$ cat src/rtl/gb_clock_ctrl_pkg.sv
// Shared types and parameter checks for the Game Boy core clock controller.
// Covers the run/stop state encoding and the divider-ratio legality rule.
package gb_clock_ctrl_pkg;

   typedef enum logic [1:0] {
      ST_RUN      = 2'd0,
      ST_STOPPING = 2'd1,
      ST_HALTED   = 2'd2
   } state_e;

   // The divider needs two equal phases, so the ratio must be even and at least 2.
   function automatic bit div_is_legal(input int div);
      return (div >= 2) && ((div % 2) == 0);
   endfunction

endpackage

$ cat src/rtl/gb_clk_divider.sv
// Free-running divider for gb_clk: period DIV, high for the first DIV/2 clks.
// Held at phase 0 with gb_clk low whenever en is low.
module gb_clk_divider #(
   parameter int DIV = 4
) (
   input  logic clk,
   input  logic reset,
   input  logic en,
   output logic gb_clk,
   output logic gb_clk_rise,
   output logic start,
   output logic wrap
);

   localparam int CW = $clog2(DIV);
   localparam logic [CW-1:0] LAST = CW'(DIV - 1);
   localparam logic [CW-1:0] HALF = CW'(DIV / 2);

   logic [CW-1:0] cnt;

   // start and wrap describe the edge about to happen, so the controller can act on it.
   assign start = en && (cnt == '0);
   assign wrap  = en && (cnt == LAST);

   // NOTE: sequential state uses non-blocking assignments so every register samples pre-edge values.
   always_ff @(posedge clk) begin
      if (reset) begin
         cnt         <= '0;
         gb_clk      <= 1'b0;
         gb_clk_rise <= 1'b0;
      end else if (!en) begin
         cnt         <= '0;
         gb_clk      <= 1'b0;
         gb_clk_rise <= 1'b0;
      end else begin
         gb_clk_rise <= (cnt == '0);
         if (cnt == '0)
            gb_clk <= 1'b1;
         else if (cnt == HALF)
            gb_clk <= 1'b0;
         cnt <= (cnt == LAST) ? '0 : cnt + 1'b1;
      end
   end

endmodule

$ cat src/rtl/gb_clock_ctrl.sv
// Game Boy core clock controller: divides clk, halts/resumes on debug trigger
// or core halt request, and stops only at a full-period boundary.
module gb_clock_ctrl
   import gb_clock_ctrl_pkg::*;
#(
   parameter int DIV          = 4,
   parameter int COUNT_W      = 32,
   parameter int START_HALTED = 0
) (
   input  logic               clk,
   input  logic               reset,
   input  logic               trigger,
   input  logic               halt,
   output logic               gb_clk,
   output logic               gb_clk_rise,
   output logic               running,
   output logic [COUNT_W-1:0] cycle_count
);

   localparam logic [1:0] S_RUN      = ST_RUN;
   localparam logic [1:0] S_STOPPING = ST_STOPPING;
   localparam logic [1:0] S_HALTED   = ST_HALTED;
   localparam logic [1:0] S_RESET    = (START_HALTED != 0) ? S_HALTED : S_RUN;

   if (!div_is_legal(DIV)) begin : g_div_check
      $error("gb_clock_ctrl: DIV must be even and >= 2");
   end

   logic [1:0] state;
   logic [1:0] state_nxt;
   logic       halt_q;
   logic       halt_edge;
   logic       period_start;
   logic       period_wrap;

   assign halt_edge = halt & ~halt_q;
   assign running   = (state == S_RUN) || (state == S_STOPPING);

   gb_clk_divider #(
      .DIV (DIV)
   ) u_div (
      .clk         (clk),
      .reset       (reset),
      .en          (running),
      .gb_clk      (gb_clk),
      .gb_clk_rise (gb_clk_rise),
      .start       (period_start),
      .wrap        (period_wrap)
   );

   // NOTE: default the next state first so no path through the case leaves it unassigned (no latch).
   always_comb begin
      state_nxt = state;
      case (state)
         S_RUN:
            if (trigger || halt_edge)
               state_nxt = S_STOPPING;
         // A trigger cancels the stop even on the final edge of the period.
         S_STOPPING:
            if (trigger)
               state_nxt = S_RUN;
            else if (period_wrap)
               state_nxt = S_HALTED;
         S_HALTED:
            if (trigger)
               state_nxt = S_RUN;
         default:
            state_nxt = S_RESET;
      endcase
   end

   always_ff @(posedge clk) begin
      if (reset) begin
         state       <= S_RESET;
         halt_q      <= 1'b0;
         cycle_count <= '0;
      end else begin
         state  <= state_nxt;
         halt_q <= halt;
         if (period_start)
            cycle_count <= cycle_count + COUNT_W'(1);
      end
   end

   a_no_rise_when_halted : assert property (
      @(posedge clk) disable iff (reset) !(gb_clk_rise && (state == S_HALTED))
   );

endmodule

$ cat config.mk
export PLATFORM = sky130hd
export DESIGN_NAME = gb_clock_ctrl
export DESIGN_NICKNAME = d
export VERILOG_FILES = /design/src/rtl/gb_clock_ctrl_pkg.sv /design/src/rtl/gb_clk_divider.sv /design/src/rtl/gb_clock_ctrl.sv
export SDC_FILE = /design/constraint.sdc
export NUM_CORES = 1
export LEC_CHECK = 0
export ABC_AREA = 1
export BUFFER_PORTS_ARGS = -buffer_cell sky130_fd_sc_hd__buf_2
export CAP_MARGIN = 30
export CORE_UTILIZATION = 40
export CTS_BUF_LIST = sky130_fd_sc_hd__clkbuf_8
export CTS_CLUSTER_DIAMETER = 150
export DETAILED_ROUTE_END_ITERATION = 8
export PLACE_DENSITY = 0.68
export SLEW_MARGIN = 30
export SYNTH_ARGS = -nofsm -noshare
export SYNTH_HDL_FRONTEND = slang
export SYNTH_SLANG_ARGS = --single-unit
$ cat constraint.sdc
create_clock -name clk -period 1.93 [get_ports clk]
set_input_delay 0.386 -clock clk [delete_from_list [all_inputs] [get_ports clk]]
set_output_delay 0.386 -clock clk [all_outputs]
set_load 0.02 [all_outputs]
==> flow_summary.yaml, run 1 <==
yosys:
  ys_seq_area_share_pct: 36.58
  synthMuxAreaShare_pct: 0
  avgSynthCellArea_um2: 6.449
  synthAdderAreaFrac_pct: 2.345
  synth-edff-count: 0
  synthFlopType: "dfxtp_1"
  ys_warn_count: 0
  synth_area_um2: 2135
  synth_cells: 331
  synth_top_family_by_area: "simple AND/OR/NAND/NOR gates"
  synth.distinct_cells: 27
  ys_ff_latch: 39
  yosys.area_share.simple_pct: 44.37
  synth_xor_xnor_area_share_pct: 1.641
  syn_nets: 339
  postSynth.asyncResetShare_pct: 0
  synth_compound_area_share_pct: 5.803
placed_design:
  placedCellCount: 436
  place_hpwl_um: 3849
  port_buffers: 38
  routabilityCongestion: 0.8589
grt:
  grtUsageTotal_pct: 19.63
  gr-total-overflow: 0
  grt_pass1_wl_um: 8211
  grt_max_degree: 20
  grt_antenna_before_repair: 0
  grt_pass1_vias: 1816
setup_path:
  cp_max_fo: 4
  cp_slowest_stage_delay_ns: 0.41
  cp_cell_sequence: "ha_1 > nand3_1 > nor2_1 > nand3_1 > nor2_2 > nand3_1 > nand2_1 > nor2_1"
  end_kind: "flop"
  crit_top_cell: "nand3_1"
  cp-start-kind: "flop"
  criticalPathCategory: "reg -> reg"
  worstReg2RegStart: "cycle_count[0]"
  required_ns: 2.12
  critPathArrivalTime_ns: 1.77
  cp_slowest_cell: "dfxtp_1"
  path_delay_family: "simple AND/OR/NAND/NOR gates"
  cp_num_buf_inv: 0
  setup.worst_path.start: "cycle_count[0]"
drt:
  drt-pass1-iter-count: 4
  viasPerCell: 4.770
  wl_um: 5039
  drtIter0Drc: 129
  antenna_left: 0
  routedWlPerCell_um: 11.35
  vias: 2118
  drc_errors: 0
clock_tree:
  cts_setup_buffers: 0
  cts_sinks: 39
  postCtsHoldBufs: 0
  cts.clk_slew.worst_paths_ns: 0.07
  clkLatencyLatePin_ns: 0.29
  cts_inserted_buffers: 5
  cts_resized: 0
  htreeDepth: 2
  cts_tree: "done"
  max-clock-path-buffers: 2
  ctsRootBufferMaster: "clkbuf_8"
hold_path:
  holdCritPathClass: "in -> reg"
  hold_start: "halt"
finish:
  area_growth_pct: 16.00
  final_cell_mix: "77 x nand2_1, 76 x nor2_1, 44 x inv_1, 39 x dfxtp_1, 38 x buf_2"
  instances_no_fill: 444
  mostFrequentLayoutCell: "nand2_1"
  layout-drive-gt1-share_pct: 18.18
  antenna_cells: 0
  nets: 381
  fin_util_pct: 48.48
sta:
  worst_clock_skew_ns: 0.002717
  period_needed_ns: 1.575
  worst_pin_slew_ns: 0.5415
  hold_viol: 0
  setup_viol: 0
  whs_ns: 0.3040
  period_share_pct: 81.58
  tns_ns: 0
  relSlewSlack_pct: 63.68
  rsz0062_at_grt: "false"
  slew_viol_final: 0
  max_freq_mhz: 635.1
floorplanning:
  die_y_um: 75.05
  dieArea_um2: 5633
  core_area_um2: 5107
  start_util_pct: 41.79
  die_w_um: 75.05
  rows: 26
  ios: 39
outcome:
  outcome: "complete, no violations"
pwr:
  power.total_mw: 1.552
  irDropWorstVdd_mv: 0.4147
  power.leakage_nw: 1.084
  p_per_area_nw_per_um2: 626.8
run:
  cap_violations: 0
cells by family after synthesis:
group,after synthesis
XOR/XNOR,4
AO/OA/AOI/OAI,23
buffers and inverters,50
AND/OR/NAND/NOR,211
flip-flops,39
adder cells (fa/ha/maj),4
synthesized netlist by cell type (4+ instances only):
cell type	count	area, um^2
inv_1	42	157.7
nor2_2	7	43.79
dfxtp_1	39	780.8
a21oi_1	11	55.05
nand4_1	7	43.79
nor2_1	76	285.3
nand2_2	4	25.02
ha_1	4	50.05
nand2_1	77	289.0
o21ai_0	9	45.04
nand3_1	27	135.1
metrics by stage:
step | worst slack, ns | instance area (um^2)
floorplan | 0.4351 | 2135
global placement | 0.4183 | 2395
detailed placement | 0.3536 | 2395
CTS | 0.3569 | 2476
global route | 0.1535 | 2476
finish | 0.3555 | 2476
worst register-to-register path: stages, from the launching register on:
cell	delay, ns
dfxtp_1	0.41
ha_1	0.22
nand3_1	0.12
nor2_1	0.22
nand3_1	0.16
nor2_2	0.16
nand3_1	0.08
nand2_1	0.06
nor2_1	0.05
worst paths after layout:
path                                         to  slack [ns]  cells after the start
worst max-delay path            cycle_count[26]        0.36                      8
worst min-delay path                     halt_q        0.30                      3
worst max register to register  cycle_count[26]        0.36                      8
worst min register to register     u_div.cnt[0]        0.44                      1
state kept, by name (all words and copies together) (netlist names):
register           cells
cycle_count           32
state                  2
u_div.cnt              2
halt_q                 1
u_div.gb_clk           1
u_div.gb_clk_rise      1
area by class of cell:
class / count / area [um^2]
inverter: 46 / 172.7
tap: 70 / 87.58
clock inverter: 3 / 12.51
timing repair buffer: 39 / 197.7
multi-input combinational: 242 / 1156
fill: 559 / 2631
sequential: 39 / 780.7
clock buffer: 5 / 68.82
report_power, final:
part	internal (mW)	switching (mW)	total (mW)
Sequential	0.832	0.0232	0.855
Clock	0.243	0.285	0.528
Combinational	0.0540	0.115	0.169
Total	1.13	0.423	1.55
metal layers:
metal / GRT usage (%) / up-vias / share of wire [%] / wire length, um
met5: 0 / - / 0 / 0
met4: 8.595 / 0 / 2.0 / 102
met3: 5.087 / 8 / 4.4 / 223
met2: 30.83 / 53 / 47 / 2366
met1: 25.39 / 942 / 47 / 2348
li1: - / 1115 / - / -
Power figures use the tool's default switching activity.
==> run 2: changes to the inputs <==
==> constraint.sdc (replaced) <==
create_clock -name clk -period 1.6 [get_ports clk]
set_input_delay 0.32 -clock clk [delete_from_list [all_inputs] [get_ports clk]]
set_output_delay 0.32 -clock clk [all_outputs]
set_load 0.02 [all_outputs]
==> run 2 against run 1 <==
Highest routed layer unchanged. First-iteration DRC count rose by 7.8%. Sequential share of layout area fell by 0.95 points. Die area did not move. Fmax rose by 5.0%. Power rose by 23%. Sequential cell count did not move. Critical path type unchanged. Clock power rose by 23%.
==> flow_summary.yaml, run 2 (same netlist as run 1, synthesis figures left out) <==
outcome:
  outcome: "complete, no violations"
finish:
  regArea_um2: 782.0
  area_growth_pct: 19.81
  layout-drive-gt1-share_pct: 21.32
  multiInputGateArea_um2: 1189
  instances_no_fill: 450
  mostFrequentLayoutCell: "nand2_1"
  final_area_um2: 2557
  largest_register_ffs: 32
  fin_util_pct: 50.07
  final_cell_mix: "75 x nand2_1, 74 x nor2_1, 44 x inv_1, 38 x dfxtp_1, 38 x buf_2"
  top_register: "cycle_count"
  top_regs: "cycle_count (32), state (2), u_div.cnt (2)"
  fillCellCount: 555
  nets: 387
  antenna_cells: 0
setup_path:
  required_ns: 1.80
  end_kind: "flop"
  critPathArrivalTime_ns: 1.70
  cp-start-kind: "flop"
  criticalPathCategory: "reg -> reg"
  cp_max_fo: 4
  setup.worst_path.start: "cycle_count[1]"
  r2r_end: "cycle_count[28]"
  r2r_setup_slack_ns: 0.10
  crit_end: "cycle_count[28]"
  worstReg2RegStart: "cycle_count[1]"
  reg2reg_depth: 8
drt:
  antenna_left: 0
  drt-pass1-iter-count: 4
  drtIter0Drc: 139
  viasPerCell: 4.773
  wl_um: 5190
  vias: 2148
  routedWlPerCell_um: 11.53
  drc_errors: 0
floorplanning:
  ios: 39
  start_util_pct: 41.79
  core_area_um2: 5107
  die_w_um: 75.05
  die_y_um: 75.05
  dieArea_um2: 5633
  rows: 26
placed_design:
  port_buffers: 38
  placedCellCount: 438
  dpl_cell_area_um2: 2410
  dpl_worst_slack_ns: 0.01982
  place_hpwl_um: 3841
  routabilityCongestion: 0.8548
clock_tree:
  ctsRootBufferMaster: "clkbuf_8"
  cts_inserted_buffers: 5
  htreeDepth: 2
  clkLatencyLatePin_ns: 0.30
  postCtsHoldBufs: 0
  cts_tree: "done"
  max-clock-path-buffers: 2
  cts.clk_slew.worst_paths_ns: 0.08
  cts_sinks: 39
pwr:
  power.leakage_nw: 1.116
  p_per_area_nw_per_um2: 747.0
  irDropWorstVdd_mv: 0.4740
  power.total_mw: 1.910
grt:
  grtUsageTotal_pct: 19.89
  grt_pass1_vias: 1893
  gr-total-overflow: 0
  grt_pass1_wl_um: 8397
  grt_max_degree: 20
  grt_antenna_before_repair: 0
sta:
  setup_slack_ns: 0.1007
  hold_viol: 0
  worst_pin_slew_ns: 0.5640
  worst_clock_skew_ns: 0.005358
  max_freq_mhz: 667.0
  whs_ns: 0.2349
  period_share_pct: 93.71
  slew_viol_final: 0
  period_needed_ns: 1.499
  tns_ns: 0
  setup_viol: 0
  relSlewSlack_pct: 62.17
hold_path:
  hold_start: "halt"
  holdCritPathClass: "in -> reg"
run:
  cap_violations: 0
## run 2: layer usage
| layer | vias to the layer above | GRT usage (%) | part of all wire [%] | routed length [um] |
|---|---|---|---|---|
| met5 | - | 0 | 0 | 0 |
| met4 | 0 | 7.966 | 1.3 | 66 |
| met3 | 7 | 2.945 | 3.5 | 184 |
| met2 | 28 | 33.43 | 48 | 2495 |
| met1 | 980 | 25.57 | 47 | 2443 |
| li1 | 1133 | - | - | - |
## run 2: critical path: stages (launching register included)
cell and delay [ns]:
dfxtp_2 0.37, ha_2 0.19, inv_1 0.06, nor2_1 0.19, nand2_1 0.14, nor2_1 0.21, nand4_1 0.11, nand2_1 0.07
nor2_1 0.05
## run 2: cell type report
type / count / share of cell area [%]
multi-input cells: 242 / 46.48
clock inverters: 3 / 0.4892
well taps: 70 / 3.425
clock buffers: 5 / 2.691
flip-flops and latches: 39 / 30.58
repair buffers: 45 / 9.491
inverters: 46 / 6.849
## run 2: repair_timing
| item | in CTS | in global routing |
|---|---|---|
| resized for setup | 0 | 11 |
| buffers inserted | 0 | 4 |
| endpoints found under the setup margin | 0 | 17 |
## run 2: power breakdown
group          switching (mW)  total, mW  internal [mW]
Combinational           0.149      0.229         0.0792
Clock                   0.358      0.652          0.294
Sequential             0.0248       1.03           1.01
Total                   0.532       1.91           1.38
## run 2: worst min-delay path by stage
stage / end / slack, ns / cells past startpoint
CTS: halt_q / 0.24 / 3
finish: halt_q / 0.23 / 3
floorplan: u_div.cnt[0] / 0.42 / 1
global route: halt_q / 0.28 / 3
global placement: u_div.cnt[0] / 0.43 / 1
detailed placement: u_div.cnt[0] / 0.45 / 1
==> run 3: changes to the inputs <==
==> constraint.sdc (replaced) <==
create_clock -name clk -period 1.6 [get_ports clk]
set_input_delay 0.24 -clock clk [delete_from_list [all_inputs] [get_ports clk]]
set_output_delay 0.24 -clock clk [all_outputs]
set_load 0.02 [all_outputs]
==> run 3 against run 2 <==
Clock skew up 0.0024 ns. Critical path depth increased by 3. Cell count grew 0.22%. Non-clock buffer count grew 1. Critical endpoint is now cycle_count[30]. Sequential share of layout area fell by 0.28 points. Largest power group unchanged. Via count grew 1.2%.
==> flow_summary.yaml, run 3 (same netlist as run 1, synthesis figures left out) <==
floorplanning:
  die_y_um: 75.05
  dieArea_um2: 5633
  ios: 39
  core_area_um2: 5107
  start_util_pct: 41.79
  die_w_um: 75.05
  rows: 26
sta:
  relSlewSlack_pct: 82.24
  worst_clock_skew_ns: 0.007714
  period_needed_ns: 1.493
  setup_slack_ns: 0.1069
  max_freq_mhz: 669.8
  period_share_pct: 93.32
  tns_ns: 0
  slew_viol_final: 0
  worst_pin_slew_ns: 0.2665
  setup_viol: 0
  hold_viol: 0
pwr:
  power.leakage_nw: 1.127
  power.total_mw: 2.012
  combPwrFrac_pct: 11.8
  irDropWorstVdd_mv: 0.6289
  netSwitchingPower_uw: 532.9
  switching_share_pct: 26.49
  p_per_area_nw_per_um2: 779.4
  seqPwrFrac_pct: 51.2
  pwr-share-clk_pct: 36.9
  p_int_mw: 1.479
finish:
  final_area_um2: 2581
  mostFrequentLayoutCell: "nand2_1"
  largest_register_ffs: 32
  area_growth_pct: 20.93
  top_regs: "cycle_count (32), state (2), u_div.cnt (2)"
  top_register: "cycle_count"
  layout-drive-gt1-share_pct: 22.31
  antenna_cells: 0
  final_cell_mix: "75 x nand2_1, 73 x nor2_1, 42 x inv_1, 38 x dfxtp_1, 38 x buf_2"
  nets: 388
clock_tree:
  clkLatencyLatePin_ns: 0.30
  cts_inserted_buffers: 5
  cts.clk_slew.worst_paths_ns: 0.08
  postCtsHoldBufs: 0
  htreeDepth: 2
  cts_sinks: 39
  max-clock-path-buffers: 2
  ctsRootBufferMaster: "clkbuf_8"
  cts_tree: "done"
drt:
  wl_um: 5362
  viasPerCell: 4.818
  routedWlPerCell_um: 11.89
  drc_errors: 0
  antenna_left: 0
  drtIter0Drc: 112
  vias: 2173
  drt-pass1-iter-count: 4
grt:
  grt_pass1_vias: 1931
  grt_pass1_wl_um: 8424
  grtUsageTotal_pct: 20.07
  grt_max_degree: 20
  grt_antenna_before_repair: 0
  gr-total-overflow: 0
setup_path:
  cp_cell_sequence: "inv_1 > ha_2 > nand2_4 > buf_4 > nor2_2 > nand2_2 > nor2_2 > nand3_1 > nand2_1 > inv_1 > nor2_1"
  critPathArrivalTime_ns: 1.74
  cp_max_fo: 8
  path_delay_family: "simple AND/OR/NAND/NOR gates"
  end_kind: "flop"
  cp_num_buf_inv: 3
  cp_slowest_stage_delay_ns: 0.33
  required_ns: 1.85
  criticalPathCategory: "reg -> reg"
  cp_slowest_cell: "dfxtp_1"
  cp-start-kind: "flop"
run:
  cap_violations: 0
outcome:
  outcome: "complete, no violations"
placed_design:
  dpl_cell_area_um2: 2417
  place_hpwl_um: 4000
  dpl_worst_slack_ns: 0.04784
  port_buffers: 38
  routabilityCongestion: 0.8821
hold_path:
  holdCritPathClass: "in -> reg"
==> run 3: cell types whose count changed in the layout (fill, tap and decap cells not counted), sizes merged <==
cell	before	now
buf	45	46
clkbuf	5	7
clkinv	2	1
inv	47	46
==> run 3: layout make-up <==
cell class / instances / area [um^2]
clock buffers: 7 / 96.34
clock inverters: 1 / 3.754
fillers: 540 / 2526
inverters: 46 / 175.2
multi-input cells: 242 / 1186
flip-flops and latches: 39 / 782.0
well taps: 70 / 87.58
repair buffers: 46 / 250.2
==> run 3: worst paths after layout <==
check        cells after the start  slack (ns)         start         endpoint
min                              3        0.17          halt           halt_q
max reg2reg                     11        0.11  u_div.cnt[1]  cycle_count[30]
min reg2reg                      1        0.46  u_div.cnt[0]     u_div.cnt[0]
max                             11        0.11  u_div.cnt[1]  cycle_count[30]
==> run 3: per-layer routing <==
metal,track usage (%),share of wire [%],vias to the layer above
met1,23.23,44,995
met5,0,0,-
met4,8.805,2.1,0
li1,-,-,1130
met2,34.33,49,39
met3,5.890,4.1,9
==> run 3: power by group through the flow <==
stage / combinational (mW) / clock [mW] / sequential, mW
after floorplan: 0.130 / 0 / 1.08
after global placement: 0.215 / 0 / 1.05
after detailed placement: 0.221 / 0 / 1.05
after CTS: 0.222 / 0.752 / 1.03
after global routing: 0.264 / 0.799 / 1.04
final: 0.238 / 0.743 / 1.03
==> run 3: worst register-to-register path, delay by kind of cell (launching register included) <==
| family | cells | cell delay, ns |
|---|---|---|
| buffers and inverters | 3 | 0.28 |
| and+or+nand+nor | 7 | 0.66 |
| adders and majority gates | 1 | 0.18 |
| DFF | 1 | 0.33 |
==> run 3: stage by stage <==
step	std cells	hold WS, ns	utilization, %
final	451	0.1699	50.54
after global routing	451	0.1758	50.54
after global placement	439	0.4273	47.33
after CTS	447	0.1713	49.29
after detailed placement	439	0.4387	47.33
after floorplan	331	0.3619	-
==> run 3: repair_timing <==
item / in CTS / in global routing
buffers inserted: 0 / 4
gates resized for setup: 0 / 12
endpoints found under the setup margin: 0 / 18
